**src/rtl/fd_delay_line_pkg.sv**
```systemverilog
// Shared types and helpers for the MC100EP195 delay-line loader.
// Holds the FSM state type, the tap width and the round-robin search function.
package fd_delay_line_pkg;

    localparam int c_FD_TAP_WIDTH = 10;
    localparam int c_MAX_CHANNELS = 16;
    localparam int c_IDX_W        = 4;

    typedef enum logic [2:0] {
        S_IDLE,
        S_SETUP,
        S_STROBE,
        S_HOLD,
        S_DONE
    } t_loader_state;

    typedef struct packed {
        logic               valid;
        logic [c_IDX_W-1:0] idx;
    } t_rr_sel;

    // First set request at or above ptr, wrapping at num.
    // The scan runs downward so the nearest candidate is written last and wins.
    function automatic t_rr_sel f_rr_select(input logic [c_MAX_CHANNELS-1:0] req,
                                            input logic [c_IDX_W-1:0]        ptr,
                                            input int                        num);
        t_rr_sel            r;
        int                 pos;
        logic [c_IDX_W-1:0] p;
        r = '0;
        for (int k = c_MAX_CHANNELS - 1; k >= 0; k--) begin
            if (k < num) begin
                pos = int'(ptr) + k;
                if (pos >= num) pos = pos - num;
                p = c_IDX_W'(pos);
                if (req[p]) begin
                    r.valid = 1'b1;
                    r.idx   = p;
                end
            end
        end
        return r;
    endfunction

endpackage

```
**src/rtl/fd_rr_arbiter.sv**
```systemverilog
// Combinational round-robin arbiter: one-hot grant plus binary index.
// The pointer register lives in the loader.
import fd_delay_line_pkg::*;

module fd_rr_arbiter #(
    parameter int g_NUM_CHANNELS = 8
) (
    input  logic [g_NUM_CHANNELS-1:0] req,
    input  logic [c_IDX_W-1:0]        ptr,
    output logic [g_NUM_CHANNELS-1:0] grant,
    output logic [c_IDX_W-1:0]        idx,
    output logic                      valid
);

    logic [c_MAX_CHANNELS-1:0] req_ext;
    t_rr_sel                   sel;

    always_comb begin
        req_ext = '0;
        req_ext[g_NUM_CHANNELS-1:0] = req;
        sel   = f_rr_select(req_ext, ptr, g_NUM_CHANNELS);
        grant = '0;
        for (int i = 0; i < g_NUM_CHANNELS; i++)
            grant[i] = sel.valid && (sel.idx == c_IDX_W'(i));
    end

    assign idx   = sel.idx;
    assign valid = sel.valid;

endmodule

```
**src/rtl/fd_delay_line_loader.sv**
```systemverilog
// Programs the shared-bus MC100EP195 delay lines one channel at a time:
// tap bus setup, per-chip LEN strobe, hold, then a one-cycle ack.
import fd_delay_line_pkg::*;

module fd_delay_line_loader #(
    parameter int g_NUM_CHANNELS = 8,
    parameter int g_SETUP_CYCLES = 2,
    parameter int g_LEN_CYCLES   = 3,
    parameter int g_HOLD_CYCLES  = 2
) (
    input  logic                                     clk_sys_i,
    input  logic                                     rst_sys_i,
    input  logic [g_NUM_CHANNELS-1:0]                req_i,
    input  logic [c_FD_TAP_WIDTH*g_NUM_CHANNELS-1:0] dly_i,
    output logic [g_NUM_CHANNELS-1:0]                ack_o,
    output logic [c_FD_TAP_WIDTH-1:0]                dly_o,
    output logic [g_NUM_CHANNELS-1:0]                len_o,
    output logic                                     busy_o,
    output logic [c_FD_TAP_WIDTH*g_NUM_CHANNELS-1:0] cur_dly_o
);

    localparam int c_TW = c_FD_TAP_WIDTH;

    t_loader_state               state;
    logic [7:0]                  cnt;
    logic [c_IDX_W-1:0]          rr_ptr;
    logic [c_IDX_W-1:0]          sel;
    logic [g_NUM_CHANNELS-1:0]   sel_oh;
    logic [g_NUM_CHANNELS-1:0]   arb_grant;
    logic [c_IDX_W-1:0]          arb_idx;
    logic                        arb_valid;
    logic [c_TW-1:0]             arb_dly;

    fd_rr_arbiter #(
        .g_NUM_CHANNELS(g_NUM_CHANNELS)
    ) u_arb (
        .req   (req_i),
        .ptr   (rr_ptr),
        .grant (arb_grant),
        .idx   (arb_idx),
        .valid (arb_valid)
    );

    always_comb begin
        arb_dly = '0;
        for (int i = 0; i < g_NUM_CHANNELS; i++)
            if (arb_grant[i]) arb_dly = arb_dly | dly_i[i*c_TW +: c_TW];
    end

    always_ff @(posedge clk_sys_i) begin
        if (rst_sys_i) begin
            state     <= S_IDLE;
            cnt       <= '0;
            rr_ptr    <= '0;
            sel       <= '0;
            sel_oh    <= '0;
            dly_o     <= '0;
            len_o     <= '0;
            ack_o     <= '0;
            busy_o    <= 1'b0;
            cur_dly_o <= '0;
        end else begin
            ack_o <= '0;
            case (state)
                S_IDLE: begin
                    if (arb_valid) begin
                        sel    <= arb_idx;
                        sel_oh <= arb_grant;
                        dly_o  <= arb_dly;
                        cnt    <= '0;
                        busy_o <= 1'b1;
                        state  <= S_SETUP;
                    end
                end
                S_SETUP: begin
                    if (cnt == 8'(g_SETUP_CYCLES - 1)) begin
                        cnt   <= '0;
                        len_o <= sel_oh;
                        state <= S_STROBE;
                    end else begin
                        cnt <= cnt + 8'd1;
                    end
                end
                S_STROBE: begin
                    if (cnt == 8'(g_LEN_CYCLES - 1)) begin
                        cnt   <= '0;
                        len_o <= '0;
                        // dly_o is frozen since grant, so it is exactly what the chip latched
                        for (int i = 0; i < g_NUM_CHANNELS; i++)
                            if (sel_oh[i]) cur_dly_o[i*c_TW +: c_TW] <= dly_o;
                        state <= S_HOLD;
                    end else begin
                        cnt <= cnt + 8'd1;
                    end
                end
                S_HOLD: begin
                    if (cnt == 8'(g_HOLD_CYCLES - 1)) begin
                        cnt   <= '0;
                        ack_o <= sel_oh;
                        state <= S_DONE;
                    end else begin
                        cnt <= cnt + 8'd1;
                    end
                end
                default: begin
                    rr_ptr <= (sel == c_IDX_W'(g_NUM_CHANNELS - 1)) ? '0 : sel + 4'd1;
                    busy_o <= 1'b0;
                    state  <= S_IDLE;
                end
            endcase
        end
    end

endmodule

```
**config.mk**
```make
export PLATFORM = sky130hd
export DESIGN_NAME = fd_delay_line_loader
export DESIGN_NICKNAME = d
export VERILOG_FILES = /design/src/rtl/fd_delay_line_pkg.sv /design/src/rtl/fd_rr_arbiter.sv /design/src/rtl/fd_delay_line_loader.sv
export SDC_FILE = /design/constraint.sdc
export NUM_CORES = 1
export LEC_CHECK = 0
export ABC_AREA = 1
export CORE_ASPECT_RATIO = 0.7
export CORE_UTILIZATION = 50
export DETAILED_ROUTE_END_ITERATION = 8
export GPL_ROUTABILITY_DRIVEN = 0
export GPL_TIMING_DRIVEN = 0
export PLACE_DENSITY_LB_ADDON = 0.05
export SYNTH_ARGS = -nofsm -noshare
export SYNTH_HDL_FRONTEND = slang
export SYNTH_SLANG_ARGS = --single-unit
```
**constraint.sdc**
```tcl
create_clock -name clk_sys_i -period 5.7 [get_ports clk_sys_i]
set_input_delay 1.14 -clock clk_sys_i [delete_from_list [all_inputs] [get_ports clk_sys_i]]
set_output_delay 1.14 -clock clk_sys_i [all_outputs]
set_load 0.01 [all_outputs]
```
==> qor.txt <==
FP Rows - 34
cells resized by post-CTS repair - 0
YS warnings - 0
pin count of the biggest net entering global routing - 17
First-pass DRT Iterations - 8
Slew HR - 56.7%
Die W - 140 um
WL/cell - 17.2 um
ys async rst share - 0%
Final Net Count - 1302
met3 routed wirelength - 2.87 mm
most common cell after layout, fill and taps aside - nand2_1
CTS H-tree lvls - 4
M1 wire length - 10.3 mm
Core Area - 12700 um2
Initial Utilization - 52.6%
Peak VDD IR - 0.253 mV
R2R depth - 21
clock-pin slew on the worst setup and hold paths - 0.06 ns
Clock Latency Late Sink - 0.42 ns
metal2 WL - 10.1 mm
dpl hpwl - 17.3 mm
worst hold path class - reg2reg
drt initial violations - 737
max frequency - 0.273 GHz
post-place setup slack - 1.73 ns
status - completed
placed insts - 1340
r2r startpoint - rr_ptr[1]
Worst Setup End Kind - flop
max-cap viol count - 0
Worst Slack Setup Final - 2.04 ns
Hold Fails Final Rpt - 0
first-pass GRT wire length - 36.8 mm
Setup Skew - 0.00750 ns
Via density - 5.57
Synth Area per Inst - 6.81 um2
Remaining DRCs - 0
clock net sink count - 134
share of layout cells above drive strength 1 - 5.96%
Final period util - 64.2%
Post-CTS Setup Bufs - 0
synthesis-to-layout area growth - 41.7%
initial antenna violation count - 0
via count - 7641
Non-Filler Instances - 1371
Clock Tree Buf Depth - 2
CTS tree - built
vias in the first global route - 6985
pwr/cell area - 287 nW/um2
synth unique cells - 40
Yosys reg bits - 134
Die ar. - 13800 um2
WP data required - 6.01 ns
critical path class - reg2reg
Startpoint Class - flop
EDFF count, synth - 0
Routed Antenna Nets - 0
post-layout util - 74.5%
FF-to-FF setup slack - 2.04 ns
hold endpoint - cur_dly_o[11]
post-synthesis net count - 1087
final count of pins violating max slew - 0
hold depth - 2
final setup TNS - 0 ns
fin crit period - 3.66 ns
Synth Flop Type - dfxtp_1
gr ovfl total - 0
All-Layer GR Usage - 34.4%
root buffer cell - clkbuf_16
CP max FO - 13
Die Height - 98.8 um
worst-margin pin slew - 0.650 ns
Power Total - 2.72 mW
# IOs - 197
final setup violating endpoints - 0
Port Buf Inserts - 196
critical path data arrival time - 3.96 ns
diode count - 0
# hold bufs at CTS - 0
clock buffer count from CTS - 17
most frequent cells in the layout - 228 x nand2_1, 196 x clkdlybuf4s50_1, 144 x nand3_1
synthesized instance count - 982
reg2reg end - dly_o[9]
Static Leak - 3.75 nW
Mapped Area - 6690 um2
Hold Path Origin - cur_dly_o[11]
routed wire length - 23.6 mm
highest metal used - met4
register area share after synthesis - 40.1%
RSZ-0062 raised after global routing - no
==> worst max-delay path by stage <==
| stage | startpoint | endpoint | slack [ns] | depth (start not counted) |
|---|---|---|---|---|
| finish | rr_ptr[1] | dly_o[9] | 2.04 | 21 |
| floorplan | req_i[2] | dly_o[6] | 2.85 | 18 |
| global route | rr_ptr[1] | dly_o[9] | 1.75 | 21 |
| CTS | rr_ptr[1] | dly_o[9] | 2.12 | 21 |
| global placement | req_i[3] | dly_o[9] | 1.77 | 20 |
| detailed placement | req_i[3] | dly_o[9] | 1.73 | 20 |
==> per-stage QoR <==
stage               hold WS [ns]  instance area [um2]
floorplan                  0.432                 6690
detailed placement         0.436                 8850
global route               0.468                 9480
global placement           0.433                 8850
finish                     0.447                 9480
CTS                        0.451                 9480
==> flip-flops by register name, summed over array words and instances, names as in the netlist <==
name,flops
cur_dly_o,80
dly_o,10
ack_o,8
cnt,8
len_o,8
sel_oh,8
rr_ptr,4
sel,4
state,3
busy_o,1
==> area by class of cell <==
cell class | instances | area (um2)
multi-input cells | 684 | 3340
clock buffers | 18 | 429
plain buffers | 55 | 249
well taps | 162 | 203
clock inverters | 13 | 196
inverters | 109 | 412
flip-flops and latches | 134 | 2680
fillers | 1034 | 3240
repair buffers | 196 | 1960
==> where the power goes <==
group | internal (mW) | leakage, nW | total (mW) | switching (mW)
sequential | 0.977 | 1.08 | 1.02 | 0.0412
clock | 0.738 | 0.298 | 1.19 | 0.448
combinational | 0.187 | 2.36 | 0.514 | 0.327
==> critical path, stage by stage, from the launching register on <==
cell and delay [ns]:
dfxtp_1 0.40, buf_2 0.25, inv_2 0.16, ha_1 0.30, buf_2 0.21, inv_1 0.13
nand3_1 0.13, nand3_1 0.09, nand2_1 0.15, nand2_2 0.10, nand3_1 0.09, nand3_1 0.07
nand2_1 0.08, nand2_1 0.05, nand2_1 0.06, nand2_1 0.09, a21oi_2 0.46, nor2_1 0.25
nand2_1 0.14, nand3_1 0.08, nor2_1 0.16, nor2_1 0.06
==> per-layer routing <==
| metal | global-route usage [%] | vias up |
|---|---|---|
| li1 | - | 3637 |
| met5 | 0 | - |
| met4 | 10.9 | 0 |
| met1 | 48.3 | 3501 |
| met3 | 8.55 | 37 |
| met2 | 51.9 | 466 |
==> synth_stat cells, drive strengths merged, types with 2 or more instances <==
cell type  number  area, um2
nand3         144        721
nand4           7       43.8
o211ai          3       22.5
inv           107        404
a211oi          6       45.0
xor2            6       52.6
nor2           68        309
nand2         236        906
a21oi         113        573
ha             15        188
buf            13       90.1
o21ai          62        322
nor3            6       30.0
clkinv          2       7.51
dfxtp         134       2680
nor4            2       12.5
o21a            3       22.5
clkbuf         42        159
nor3b           2       15.0
nand3b          2       15.0
and2            3       18.8
==> logic make-up (layout without fill, tap and decap cells) <==
family	count (synthesis)	count (layout)	synth area share (%)
and+or+nand+nor	471	471	31.1
AOI/OAI and AO/OA	192	192	15.3
buffers and inverters	164	391	9.88
DFF	134	134	40.1
adders and majority gates	15	15	2.81
xor gates and xnor gates	6	6	0.786
No activity file was read; power rests on OpenSTA's default activity.
